### config.mk
export PLATFORM = sky130hd
export DESIGN_NAME = hdlc_rx_deframer_flat
export DESIGN_NICKNAME = d
export VERILOG_FILES = /design/src/rtl/hdlc_rx_deframer_if.sv /design/src/rtl/hdlc_rx_deframer.sv /design/src/flat_wrapper.sv
export SDC_FILE = /design/constraint.sdc
export NUM_CORES = 1
export LEC_CHECK = 0
export BUFFER_PORTS_ARGS = -buffer_cell sky130_fd_sc_hd__buf_2
export CAP_MARGIN = 20
export CORE_MARGIN = 2
export CORE_UTILIZATION = 57
export CTS_BUF_LIST = sky130_fd_sc_hd__clkbuf_8
export CTS_CLUSTER_DIAMETER = 30
export DETAILED_ROUTE_END_ITERATION = 12
export GPL_ROUTABILITY_DRIVEN = 0
export PLACE_DENSITY = 0.81
export RECOVER_POWER = 25
export SLEW_MARGIN = 10
export SYNTH_ARGS = -nofsm -noshare
export SYNTH_HDL_FRONTEND = slang
export SYNTH_SLANG_ARGS = --single-unit
export TNS_END_PERCENT = 30
### constraint.sdc
create_clock -name Clk -period 5 [get_ports Clk]
set_input_delay 1.25 -clock Clk [delete_from_list [all_inputs] [get_ports Clk]]
set_output_delay 1.25 -clock Clk [all_outputs]
set_load 0.005 [all_outputs]
### src/rtl/hdlc_rx_deframer_if.sv
// Line-side and deframer-output signal bundle of the HDLC receive front end.
// master: drives the raw line bit and its enable; slave: the deframer itself.
interface hdlc_rx_deframer_if;
    logic       Rx;
    logic       RxEN;
    logic [7:0] Rx_Data;
    logic       Rx_NewByte;
    logic       Rx_ValidFrame;
    logic       Rx_FlagDetect;
    logic       Rx_AbortDetect;
    logic       Rx_EoF;
    logic       Rx_FrameError;
    logic       Rx_ZeroDetect;

    modport master (
        output Rx, RxEN,
        input  Rx_Data, Rx_NewByte, Rx_ValidFrame, Rx_FlagDetect,
        input  Rx_AbortDetect, Rx_EoF, Rx_FrameError, Rx_ZeroDetect
    );

    modport slave (
        input  Rx, RxEN,
        output Rx_Data, Rx_NewByte, Rx_ValidFrame, Rx_FlagDetect,
        output Rx_AbortDetect, Rx_EoF, Rx_FrameError, Rx_ZeroDetect
    );
endinterface

### src/rtl/hdlc_rx_deframer.sv
// HDLC receive deframer: flag hunting, abort detection, zero de-stuffing and
// byte assembly. Data bits are taken from the far end of an 8-bit raw window,
// so a closing flag is recognised on the same edge its preceding data bit
// leaves the window, and flag bits themselves never reach the assembler.
module hdlc_rx_deframer #(
    parameter int unsigned MIN_BYTES = 2
) (
    input logic               Clk,
    input logic               Rst,
    hdlc_rx_deframer_if.slave bus
);

    typedef enum logic [1:0] {StHunt, StFlagSeen, StInFrame} state_e;

    state_e     state_q, state_d, st_taken;
    logic [7:0] win_q, win_d;
    logic [3:0] fill_q, fill_d;
    logic [2:0] ones_q, ones_d;
    logic [7:0] asm_q, asm_d;
    logic [2:0] bit_cnt_q, bit_cnt_d;
    logic [7:0] byte_cnt_q, byte_cnt_d;
    logic [7:0] data_q, data_d;
    logic       new_byte_q, new_byte_d;
    logic       valid_q, valid_d;
    logic       flag_q, flag_d;
    logic       abort_q, abort_d;
    logic       eof_q, eof_d;
    logic       err_q, err_d;
    logic       zero_q, zero_d;

    logic [7:0] win_shift;
    logic       is_flag, is_abort, take, drop, push, byte_done;

    // Next-state: window shift, de-stuffing, assembly and frame state machine
    always_comb begin
        win_shift = {bus.Rx, win_q[7:1]};
        is_flag   = bus.RxEN && (win_shift == 8'h7E);
        is_abort  = bus.RxEN && (win_shift[7:1] == 7'h7F);
        take      = bus.RxEN && (fill_q == 4'd8) && (state_q != StHunt);
        drop      = take && (ones_q == 3'd5) && !win_q[0];
        push      = take && !drop;
        byte_done = push && (bit_cnt_q == 3'd7);

        win_d      = win_q;
        fill_d     = fill_q;
        ones_d     = ones_q;
        asm_d      = asm_q;
        bit_cnt_d  = bit_cnt_q;
        byte_cnt_d = byte_cnt_q;
        data_d     = data_q;
        new_byte_d = 1'b0;
        flag_d     = 1'b0;
        abort_d    = 1'b0;
        eof_d      = 1'b0;
        err_d      = 1'b0;
        zero_d     = drop;

        if (bus.RxEN) begin
            win_d  = win_shift;
            fill_d = (fill_q == 4'd8) ? 4'd8 : fill_q + 4'd1;
        end

        if (take) begin
            if (drop || !win_q[0]) begin
                ones_d = 3'd0;
            end else begin
                ones_d = (ones_q == 3'd7) ? 3'd7 : ones_q + 3'd1;
            end
        end

        if (push) begin
            asm_d     = {win_q[0], asm_q[7:1]};
            bit_cnt_d = bit_cnt_q + 3'd1;
        end

        if (byte_done) begin
            data_d     = {win_q[0], asm_q[7:1]};
            new_byte_d = 1'b1;
            if (byte_cnt_q != 8'hFF) begin
                byte_cnt_d = byte_cnt_q + 8'd1;
            end
        end

        // The first kept data bit after a flag opens the frame on this very edge
        st_taken = state_q;
        if (state_q == StFlagSeen && push) begin
            st_taken = StInFrame;
        end
        state_d = st_taken;

        if (is_abort) begin
            // A partially received byte is discarded along with the frame
            abort_d    = (st_taken == StInFrame);
            state_d    = StHunt;
            data_d     = data_q;
            new_byte_d = 1'b0;
            asm_d      = 8'h00;
            bit_cnt_d  = 3'd0;
            byte_cnt_d = 8'd0;
            ones_d     = 3'd0;
        end else if (is_flag) begin
            flag_d = 1'b1;
            fill_d = 4'd0;
            if (st_taken == StInFrame) begin
                // Judged on counters that already include this edge's data bit
                eof_d = 1'b1;
                err_d = (bit_cnt_d != 3'd0) || (32'(byte_cnt_d) < MIN_BYTES);
            end
            state_d    = StFlagSeen;
            asm_d      = 8'h00;
            bit_cnt_d  = 3'd0;
            byte_cnt_d = 8'd0;
            ones_d     = 3'd0;
        end

        valid_d = (state_d == StInFrame);
    end

    // State and registered outputs
    always_ff @(posedge Clk or negedge Rst) begin
        if (!Rst) begin
            state_q    <= StHunt;
            win_q      <= 8'h00;
            fill_q     <= 4'd0;
            ones_q     <= 3'd0;
            asm_q      <= 8'h00;
            bit_cnt_q  <= 3'd0;
            byte_cnt_q <= 8'd0;
            data_q     <= 8'h00;
            new_byte_q <= 1'b0;
            valid_q    <= 1'b0;
            flag_q     <= 1'b0;
            abort_q    <= 1'b0;
            eof_q      <= 1'b0;
            err_q      <= 1'b0;
            zero_q     <= 1'b0;
        end else begin
            state_q    <= state_d;
            win_q      <= win_d;
            fill_q     <= fill_d;
            ones_q     <= ones_d;
            asm_q      <= asm_d;
            bit_cnt_q  <= bit_cnt_d;
            byte_cnt_q <= byte_cnt_d;
            data_q     <= data_d;
            new_byte_q <= new_byte_d;
            valid_q    <= valid_d;
            flag_q     <= flag_d;
            abort_q    <= abort_d;
            eof_q      <= eof_d;
            err_q      <= err_d;
            zero_q     <= zero_d;
        end
    end

    assign bus.Rx_Data        = data_q;
    assign bus.Rx_NewByte     = new_byte_q;
    assign bus.Rx_ValidFrame  = valid_q;
    assign bus.Rx_FlagDetect  = flag_q;
    assign bus.Rx_AbortDetect = abort_q;
    assign bus.Rx_EoF         = eof_q;
    assign bus.Rx_FrameError  = err_q;
    assign bus.Rx_ZeroDetect  = zero_q;

endmodule
### src/flat_wrapper.sv
// flat-port wrapper written by rule: the top's interface ports become plain ports
module hdlc_rx_deframer_flat 
#(
    parameter int unsigned MIN_BYTES = 2
)
  (Clk, Rst, bus_Rx, bus_RxEN, bus_Rx_Data, bus_Rx_NewByte, bus_Rx_ValidFrame, bus_Rx_FlagDetect, bus_Rx_AbortDetect, bus_Rx_EoF, bus_Rx_FrameError, bus_Rx_ZeroDetect);
  hdlc_rx_deframer_if bus_i ();
  input logic Clk;
  input logic Rst;
  input wire logic [$bits(bus_i.Rx)-1:0] bus_Rx;
  input wire logic [$bits(bus_i.RxEN)-1:0] bus_RxEN;
  output wire logic [$bits(bus_i.Rx_Data)-1:0] bus_Rx_Data;
  output wire logic [$bits(bus_i.Rx_NewByte)-1:0] bus_Rx_NewByte;
  output wire logic [$bits(bus_i.Rx_ValidFrame)-1:0] bus_Rx_ValidFrame;
  output wire logic [$bits(bus_i.Rx_FlagDetect)-1:0] bus_Rx_FlagDetect;
  output wire logic [$bits(bus_i.Rx_AbortDetect)-1:0] bus_Rx_AbortDetect;
  output wire logic [$bits(bus_i.Rx_EoF)-1:0] bus_Rx_EoF;
  output wire logic [$bits(bus_i.Rx_FrameError)-1:0] bus_Rx_FrameError;
  output wire logic [$bits(bus_i.Rx_ZeroDetect)-1:0] bus_Rx_ZeroDetect;
  assign bus_i.Rx = bus_Rx;
  assign bus_i.RxEN = bus_RxEN;
  assign bus_Rx_Data = bus_i.Rx_Data;
  assign bus_Rx_NewByte = bus_i.Rx_NewByte;
  assign bus_Rx_ValidFrame = bus_i.Rx_ValidFrame;
  assign bus_Rx_FlagDetect = bus_i.Rx_FlagDetect;
  assign bus_Rx_AbortDetect = bus_i.Rx_AbortDetect;
  assign bus_Rx_EoF = bus_i.Rx_EoF;
  assign bus_Rx_FrameError = bus_i.Rx_FrameError;
  assign bus_Rx_ZeroDetect = bus_i.Rx_ZeroDetect;
  hdlc_rx_deframer #(.MIN_BYTES(MIN_BYTES)) u_core (.Clk(Clk), .Rst(Rst), .bus(bus_i));
endmodule
==> run_results.csv <==
group,metric,value,unit
placement,dp_cells,280,
power_and_ir_drop,p_per_area,339,nW/um^2
synthesis,synth_common_cells,"50 x dfrtp_1, 34 x nand2_1, 21 x nor2_1",
synthesis,syn-num-nets,228,
worst_setup_path,crit_slowest_cell,"clkbuf_1",
placement,place_area,2480,um^2
cts,ctsResizeCount,0,
placement,post-place-ws,2010,ps
power_and_ir_drop,p_total,0.874,mW
final_layout,layout-drive-gt1-share,22.6,%
cts,clkTransAtPathRegs,90,ps
floorplanning,initial_utilization,58.9,%
cts,clk_path_buf_depth,2,
worst_setup_path,cp_common_cell,"clkbuf_1",
sta,finalHoldViolations,0,
final_layout,area_growth,10.2,%
synthesis,synth_edf_count,0,
power_and_ir_drop,ir_drop,0.000240,V
sta,finClkSkew,6.80,ps
worst_setup_path,critPathBufInv,2,
synthesis,synthCells,217,
worst_setup_path,worst_setup_path_end_kind,"async pin",
cts,clockRootBuffer,"clkbuf_8",
floorplanning,core-area,3970,um^2
min_path,min-delay-path-class,"reg -> reg",
status,violations,"capacitance limit, slew limit",
cts,cts_buffers,5,
global_routing,overflow,0,
sta,min_period_over_period,62.0,%
synthesis,synth_top_area_cell,"dfrtp_1",
routing,dr_total_vias,1624,
final_layout,diodes,0,
routing,avgRoutedWirePerCell,13.7,um
sta,setup_ws,1900,ps
synthesis,yosysSeqAreaShare,53.5,%
synthesis,yosysTopAreaCellShare,53.5,%
routing,final_antenna_net_count,0,
cts,clk_latency,300,ps
sta,slew_viol_final,34,
placement,post-dp-hpwl,2.82,mm
floorplanning,io_pins,19,
worst_setup_path,critPathMaxFanout,33,
synthesis,ys_ff_latch,50,
worst_setup_path,required,5100,ps
final_layout,final_area,2580,um^2
sta,slew-limit-headroom,-11.8,%
power_and_ir_drop,total_leakage_power,1.22,nW
synthesis,syn_area,2340,um^2
floorplanning,die_area,4630,um^2
cts,cts.hold.buffers_added,0,
cts,htreeDepth,2,
worst_setup_path,crit_family,"buffers and inverters",
floorplanning,die_w,68.1,um
synthesis,postSynthAreaPerCell,10.8,um^2
sta,finalCriticalPeriod,3100,ps
cts,cts_setup_buffers,0,
synthesis,synth_most_common_cell,"dfrtp_1",
final_layout,layout.cells.non_filler,289,
floorplanning,fp.dieH,68.1,um
sta,hold_slack,510,ps
synthesis,ys_top_cells_by_area,"dfrtp_1 53%, mux2_2 8.2%, nand2_1 5.5%, a21oi_1 3.9%, ha_1 3.7%",
sta,tightest_slew,1680,ps
final_layout,fin_util,64.9,%
worst_setup_path,slowest_delay,1280,ps
sta,setup_tns,0,ps
routing,drt_pass1_iterations,4,
routing,drc,0,
sta,fmax,323,MHz
synthesis,synth-main-ff-cell,"dfrtp_1",
global_routing,grt_pass1_vias,1553,
global_routing,grt_max_degree,51,
placement,portBuffers,18,
worst_setup_path,critPathLaunchType,"primary input",
routing,via_per_inst,5.62,
routing,drt_wl_total,3.96,mm
sta,rsz0062_at_grt,"false",
worst_setup_path,critPathKind,"in -> async",
synthesis,yosys_warnings,0,
worst_setup_path,arrival,3200,ps
routing,drt_iter0_drc,115,
cts,clock_sinks,50,
flow_run,maxCapViolations,1,
status,status,"complete, but fails checks",
global_routing,grt_pass1_wl,6.96,mm
synthesis,synth_cell_types,41,
global_routing,antenna_found_initial,0,
sta,setup_viol,0,
synthesis,async_flop_share,100,%
cts,cts_tree,"done",
final_layout,fin_nets,249,
floorplanning,row_count,23,
global_routing,track_usage,20.6,%
worst_setup_path,crit_chain,"clkbuf_1 > clkbuf_1",
==> registers in the layout, summed over array words and instances (netlist names) <==
name / flops
u_core.bus.Rx_Data: 8
u_core.byte_cnt_q: 8
u_core.win_q: 8
u_core.asm_q: 7
u_core.fill_q: 4
u_core.bit_cnt_q: 3
u_core.ones_q: 3
u_core.state_q: 2
u_core.bus.Rx_AbortDetect: 1
u_core.bus.Rx_EoF: 1
u_core.bus.Rx_FlagDetect: 1
u_core.bus.Rx_FrameError: 1
u_core.bus.Rx_NewByte: 1
u_core.bus.Rx_ValidFrame: 1
u_core.bus.Rx_ZeroDetect: 1
==> final cells by class <==
cell class,count,area (um^2)
Multi-Input combinational cell,158,1060
Clock inverter,2,12.5
Fill cell,309,1390
Clock buffer,6,82.6
Timing Repair Buffer,20,100
Sequential cell,50,1250
Tap cell,50,62.6
Inverter,3,11.3
==> layout by cell type (no fill, tap or decap), types with 2 or more instances in the layout <==
cell / n
a211oi_1: 2
a211oi_2: 2
a21oi_1: 18
and3_1: 4
and3b_1: 2
buf_2: 17
clkbuf_1: 2
clkbuf_8: 6
dfrtp_1: 50
ha_1: 7
inv_1: 3
mux2_2: 17
mux2i_1: 2
nand2_1: 34
nand3_1: 7
nand3b_1: 2
nand4_1: 4
nor2_1: 21
nor2b_1: 3
nor3_1: 5
o211ai_1: 2
or3_1: 2
xnor2_1: 3
xor2_1: 3
==> cell families after synthesis <==
group	count (synthesis)	synth area share [%]
compound gates	32	9.09
xor+xnor	6	2.25
fa+ha+maj	7	3.74
buf+inv	9	1.50
flops	50	53.5
mux	20	9.68
simple gates	93	20.3
==> routing by layer <==
layer / routed length [um] / global-route usage (%) / up-vias
met5: 0 / 0 / -
met4: 75 / 8.00 / 0
met3: 119 / 5.43 / 9
met2: 1820 / 31.6 / 27
met1: 1940 / 28.2 / 782
li1: - / - / 806
==> path summary, 6_finish.rpt <==
| path | start | to | slack [ps] | cells after the start |
|---|---|---|---|---|
| hold reg to reg | u_core.bus.Rx_Data[6]$_DFFE_PN0P_ | u_core.bus.Rx_Data[6]$_DFFE_PN0P_ | 510 | 1 |
| setup / recovery | Rst | u_core.win_q[0]$_DFFE_PN0P_ | 1900 | 2 |
| hold / removal | u_core.bus.Rx_Data[6]$_DFFE_PN0P_ | u_core.bus.Rx_Data[6]$_DFFE_PN0P_ | 510 | 1 |
| min in group asynchronous | Rst | u_core.byte_cnt_q[0]$_DFFE_PN0P_ | 1050 | 1 |
| max in group Clk | bus_RxEN | u_core.bus.Rx_FrameError$_DFF_PN0_ | 2320 | 7 |
| setup reg to reg | u_core.fill_q[0]$_DFF_PN0_ | u_core.bus.Rx_FrameError$_DFF_PN0_ | 2850 | 8 |
==> power by group <==
group	leakage, nW	internal (mW)	switching, mW
Combinational	0.502	0.0637	0.0700
Clock	0.0472	0.111	0.125
Sequential	0.672	0.453	0.0506
No activity file was read; power rests on OpenSTA's default activity.
